## config.mk

```make
export PLATFORM = sky130hd
export DESIGN_NAME = regfile_mp
export DESIGN_NICKNAME = d
export VERILOG_FILES = /design/src/rtl/regfile_pkg.sv /design/src/rtl/regfile_scoreboard.sv /design/src/rtl/regfile_mp.sv
export SDC_FILE = /design/constraint.sdc
export NUM_CORES = 2
export LEC_CHECK = 0
export ABC_AREA = 0
export CAP_MARGIN = 20
export CORE_MARGIN = 4
export CORE_UTILIZATION = 50
export CTS_BUF_LIST = sky130_fd_sc_hd__clkbuf_16
export DETAILED_ROUTE_END_ITERATION = 7
export PLACE_DENSITY = 0.66
export SETUP_SLACK_MARGIN = 0.05
export SLEW_MARGIN = 20
export SYNTH_ARGS = -nofsm -noshare
export SYNTH_HDL_FRONTEND = slang
export SYNTH_SLANG_ARGS = --single-unit
```

## constraint.sdc

```tcl
create_clock -name clk -period 45.9 [get_ports clk]
set_input_delay 9.18 -clock clk [delete_from_list [all_inputs] [get_ports clk]]
set_output_delay 9.18 -clock clk [all_outputs]
set_load 0.02 [all_outputs]
```

## src/rtl/regfile_pkg.sv

```systemverilog
// ============================================================================
// Module      : regfile_pkg
// Description : Shared defaults, word type and index-width helper for the
//               multi-port register file.
// Revision    : 1.0 - initial release
// ============================================================================
`default_nettype none

package regfile_pkg;

    localparam int XLEN_DEF  = 32;
    localparam int NREGS_DEF = 32;

    typedef logic [XLEN_DEF-1:0] xword_t;

    function automatic int idx_w(input int n);
        return $clog2(n);
    endfunction

endpackage

`default_nettype wire

```

## src/rtl/regfile_scoreboard.sv

```systemverilog
// ============================================================================
// Module      : regfile_scoreboard
// Description : Pending-write busy vector; issue sets, writeback clears,
//               set wins on collision. any_busy is registered.
// Revision    : 1.0 - initial release
// ============================================================================
`default_nettype none

module regfile_scoreboard
    import regfile_pkg::*;
#(
    parameter  int NREGS = NREGS_DEF,
    parameter  int NWR   = 1,
    localparam int AW    = idx_w(NREGS)
) (
    input  logic                     clk,
    input  logic                     rst,
    input  logic [NWR-1:0]           wr_en,
    input  logic [NWR-1:0][AW-1:0]   wr_addr,
    input  logic                     iss_en,
    input  logic [AW-1:0]            iss_addr,
    output logic [NREGS-1:0]         busy,
    output logic                     any_busy
);

    logic [NREGS-1:0] r_busy;
    logic             r_any_busy;
    logic [NREGS-1:0] w_set;
    logic [NREGS-1:0] w_clr;
    logic [NREGS-1:0] w_busy_nxt;

    always_comb begin
        w_set = '0;
        w_clr = '0;
        // Register 0 never becomes busy, so its bit is never set.
        if (iss_en && (iss_addr != '0)) begin
            w_set[iss_addr] = 1'b1;
        end
        for (int j = 0; j < NWR; j++) begin
            if (wr_en[j]) begin
                w_clr[wr_addr[j]] = 1'b1;
            end
        end
        w_busy_nxt = (r_busy & ~w_clr) | w_set;
    end

    always_ff @(posedge clk or posedge rst) begin
        if (rst) begin
            r_busy     <= '0;
            r_any_busy <= 1'b0;
        end else begin
            r_busy     <= w_busy_nxt;
            r_any_busy <= |w_busy_nxt;
        end
    end

    assign busy     = r_busy;
    assign any_busy = r_any_busy;

endmodule

`default_nettype wire

```

## src/rtl/regfile_mp.sv

```systemverilog
// ============================================================================
// Module      : regfile_mp
// Description : Parametrised NRD-read / NWR-write register file with r0
//               hardwired to zero and a pending-write scoreboard.
//               Define REGFILE_MP_BYPASS_EN for same-cycle write-to-read bypass.
// Revision    : 1.0 - initial release
// ============================================================================
`default_nettype none

module regfile_mp
    import regfile_pkg::*;
#(
    parameter  int XLEN  = XLEN_DEF,
    parameter  int NREGS = NREGS_DEF,
    parameter  int NRD   = 2,
    parameter  int NWR   = 1,
    localparam int AW    = idx_w(NREGS)
) (
    input  logic                     clk,
    input  logic                     rst,
    input  logic [NWR-1:0]           wr_en,
    input  logic [NWR-1:0][AW-1:0]   wr_addr,
    input  logic [NWR-1:0][XLEN-1:0] wr_data,
    input  logic [NRD-1:0][AW-1:0]   rd_addr,
    output logic [NRD-1:0][XLEN-1:0] rd_data,
    output logic [NRD-1:0]           rd_busy,
    input  logic                     iss_en,
    input  logic [AW-1:0]            iss_addr,
    output logic                     any_busy
);

    logic [XLEN-1:0]  r_regs [NREGS];
    logic [NREGS-1:0] w_busy;

    // Ascending port loop: the highest-indexed writer of an address wins.
    always_ff @(posedge clk or posedge rst) begin
        if (rst) begin
            for (int r = 0; r < NREGS; r++) begin
                r_regs[r] <= '0;
            end
        end else begin
            for (int j = 0; j < NWR; j++) begin
                if (wr_en[j] && (wr_addr[j] != '0)) begin
                    r_regs[wr_addr[j]] <= wr_data[j];
                end
            end
        end
    end

    regfile_scoreboard #(
        .NREGS (NREGS),
        .NWR   (NWR)
    ) u_scoreboard (
        .clk      (clk),
        .rst      (rst),
        .wr_en    (wr_en),
        .wr_addr  (wr_addr),
        .iss_en   (iss_en),
        .iss_addr (iss_addr),
        .busy     (w_busy),
        .any_busy (any_busy)
    );

    for (genvar i = 0; i < NRD; i++) begin : g_rd
        logic [XLEN-1:0] w_data;
        logic            w_byp;

        always_comb begin
            w_data = r_regs[rd_addr[i]];
            w_byp  = 1'b0;
`ifdef REGFILE_MP_BYPASS_EN
            for (int j = 0; j < NWR; j++) begin
                if (wr_en[j] && (wr_addr[j] == rd_addr[i]) && (rd_addr[i] != '0)) begin
                    w_data = wr_data[j];
                    w_byp  = 1'b1;
                end
            end
`endif
        end

        // Outputs are forced quiet while reset is held, including any bypass.
        assign rd_data[i] = rst ? '0 : w_data;
        assign rd_busy[i] = ~rst & w_busy[rd_addr[i]] & ~w_byp;
    end

endmodule

`default_nettype wire

```

==> key figures <==
Floorplanning
  • Die span in x: 344.5 um
  • Die Ht: 344.5 um
  • Die area: 0.1187 sq mm
  • Rows: 123
  • Core Area: 0.1125 sq mm
  • Initial Utilization: 0.5033
  • I/O pin cnt: 123

Placed design
  • RD Place Congestion: 0.8132
  • Dpl cell area: 0.05853 sq mm
  • HPWL Detailed: 88600 um
  • IO buf count: 122

Critical path
  • CP max FO: 96
  • Crit path launch type: primary input
  • Arr. time, crit path: 13.88 ns
  • CP Data Required Time: 36.72 ns
  • CP endpoint kind: output port
  • R2r setup slk: 44.40 ns
  • Setup CP Type: primary input to output port

Timing
  • Final hold vios: 0
  • Setup TNS: 0 ns
  • Slew @ Worst Pin: 1.166 ns
  • Final setup viols: 0
  • Max Freq: 43.37 MHz
  • Tmin final: 23.06 ns
  • Fin crit share: 0.5023
  • RSZ-0062 raised after global routing: false
  • Slew Viols, Final: 0
  • Fin Clk Skew: 0.004104 ns
  • Slew headroom: 0.2224

Power and ir drop
  • Maximum vdd ir drop: 0.00003429 V
  • Share of power burned in registers: 0.456
  • P_sw: 730.8 uW
  • Leakage: 26.77 nW
  • PwrDens: 43.75 mW/mm^2
  • Clock share of power: 0.334
  • Switching Share: 0.2686
  • Comb pwr share: 0.210
  • P_int: 1.990 mW

Global routing
  • Antenna violations before repair: 6
  • Grt total ovfl: 0
  • Vias in the first global route: 37201
  • Gr usage total: 0.2882
  • Largest net degree at the start of global routing: 162
  • First-pass GRT wire length: 251600 um

Routing
  • Routed vias/inst: 6.848
  • Post-detailed-routing wire length: 169300 um
  • ANT nets after route: 0
  • DRC viols: 0
  • First-pass DRT Iterations: 5
  • Initial DRC count: 3267
  • DR vias: 35077
  • Routed len/inst: 33.05 um

Logic synthesis
  • Top cells by area, synth: dfrtp_1 47%, mux2_2 22%, mux4_2 21%
  • Number of synthesized flops with an enable pin: 0
  • Post-Synthesis Cells: 3640
  • Mapped Area: 0.05662 sq mm
  • Yosys top cell by area: dfrtp_1
  • YS warnings: 0
  • Register area share after synthesis: 0.4672
  • Yosys top cell area share: 0.4672
  • Yosys cell types: 42
  • Post-synth top flop: dfrtp_1
  • Post-synthesis register bit count: 1057
  • Syn Area/Cell: 15.55 sq um
  • Ys async rst share: 1.000
  • Net Count, Synth: 3696

Clock tree
  • Clock buffer depth: 3
  • Clock Latency Late Sink: 0.69 ns
  • CTS Buf Count: 114
  • H-tree Lvls: 3
  • Root Buffer: clkbuf_16
  • TritonCTS clock tree: done
  • Clock Sinks: 1057
  • Reg clk slew, reported paths: 0.06 ns
  • Hold buffers post-CTS: 0
  • Number of setup buffers added after CTS: 0
  • CTS-repair resized insts: 0

Finish
  • Nets: 3584
  • Most frequent cells in the layout: 1102 x mux2_2, 1057 x dfrtp_1, 528 x mux4_2
  • Number of filler cells placed in the layout: 8733
  • Design Area, Final: 0.06219 sq mm
  • Area grow syn2layout: 9.832%
  • Most common cell after layout, fill and taps aside: mux2_2
  • Layout cells sized above 1: 0.5260

Run
  • Max-Cap Viols: 0

Min path
  • Worst hold-check path type: flip-flop to flip-flop

Status
  • Status: finished, final reports clean
[cells in the mapped netlist (all sizes together) (4+ instances only)]
master	number
nand2b	5
a22o	69
mux2	1124
o2111ai	6
nor3	66
o22ai	66
nor2	14
o21ai	25
inv	7
nand4	9
or2	7
nand2	62
nor4	4
and2	4
dfrtp	1057
buf	248
mux2i	132
clkbuf	174
nor2b	6
mux4	528
[layout make-up]
cell class                      count  area [sq um]  share of cell area
Antenna cell                        2         5.005          0.00008048
Clock buffer                      118          2953             0.04748
Clock inverter                     90         686.9             0.01105
Inverter                            7         33.78           0.0005432
Multi-Input combinational cell   2154         28330              0.4556
Sequential cell                  1057         26450              0.4253
Tap cell                         1500          1877             0.03018
Timing Repair Buffer              194          1849             0.02974
[power by group through the flow]
stage | Combinational, mW | Clock, mW | Sequential, mW
after floorplan | 0.462 | 0 | 1.21
after global placement | 0.551 | 0 | 1.23
after detailed placement | 0.572 | 0 | 1.25
after CTS | 0.574 | 0.923 | 1.24
after global routing | 0.614 | 0.960 | 1.26
final | 0.572 | 0.908 | 1.24
[worst paths after layout]
kind | from | end | cells past startpoint
worst max-delay path | rd_addr[1] | rd_data[9] | 8
worst min-delay path | r_regs[995] | r_regs[995] | 0
worst max register to register | u_scoreboard.busy[0] | u_scoreboard.any_busy | 4
worst min register to register | r_regs[995] | r_regs[995] | 0
max in group asynchronous | rst | r_regs[176] | 6
min in group asynchronous | rst | u_scoreboard.busy[9] | 3
[routing by layer]
metal / track usage / share of wire
met5: 0 / 0.00032
met3: 0.05029 / 0.076
met4: 0.09570 / 0.036
met1: 0.4051 / 0.41
met2: 0.4603 / 0.47
[critical path, stage by stage]
cell and delay, ns:
buf_8 0.68, buf_4 0.97, buf_4 0.71, mux4_2 0.34
mux2i_1 0.07, a22o_1 0.25, nor3_1 0.79, clkdlybuf4s50_1 0.77
[stage by stage]
| step | hold WS [ns] | instances | power [mW] | setup WS [ns] | utilization |
|---|---|---|---|---|---|
| 2_1_floorplan | 0.4413 | 3640 | 1.672 | 6.644 | - |
| 3_3_place_gp | 0.3766 | 4911 | 1.777 | 22.90 | 0.5200 |
| 3_5_place_dp | 0.3833 | 4912 | 1.823 | 22.94 | 0.5202 |
| 4_1_cts | 0.3962 | 5120 | 2.733 | 22.93 | 0.5526 |
| 5_1_grt | 0.4047 | 5120 | 2.834 | 22.67 | 0.5527 |
| 6_report | 0.3938 | 5122 | 2.720 | 22.84 | 0.5528 |
[cell families (layout without fill, tap and decap cells)]
family | Yosys count | in the layout | synth area share
AND/OR/NAND/NOR | 195 | 195 | 0.01841
buffers and inverters | 429 | 409 | 0.03507
other | 0 | 2 | 0
AO/OA/AOI/OAI | 175 | 175 | 0.02245
flip-flops | 1057 | 1057 | 0.4672
multiplexers | 1784 | 1784 | 0.4569
[flip-flops by register name, summed over array words and instances (netlist names)]
signal,flops
r_regs,1024
u_scoreboard.any_busy,1
u_scoreboard.busy,32
(Power assumes the default switching activity.)
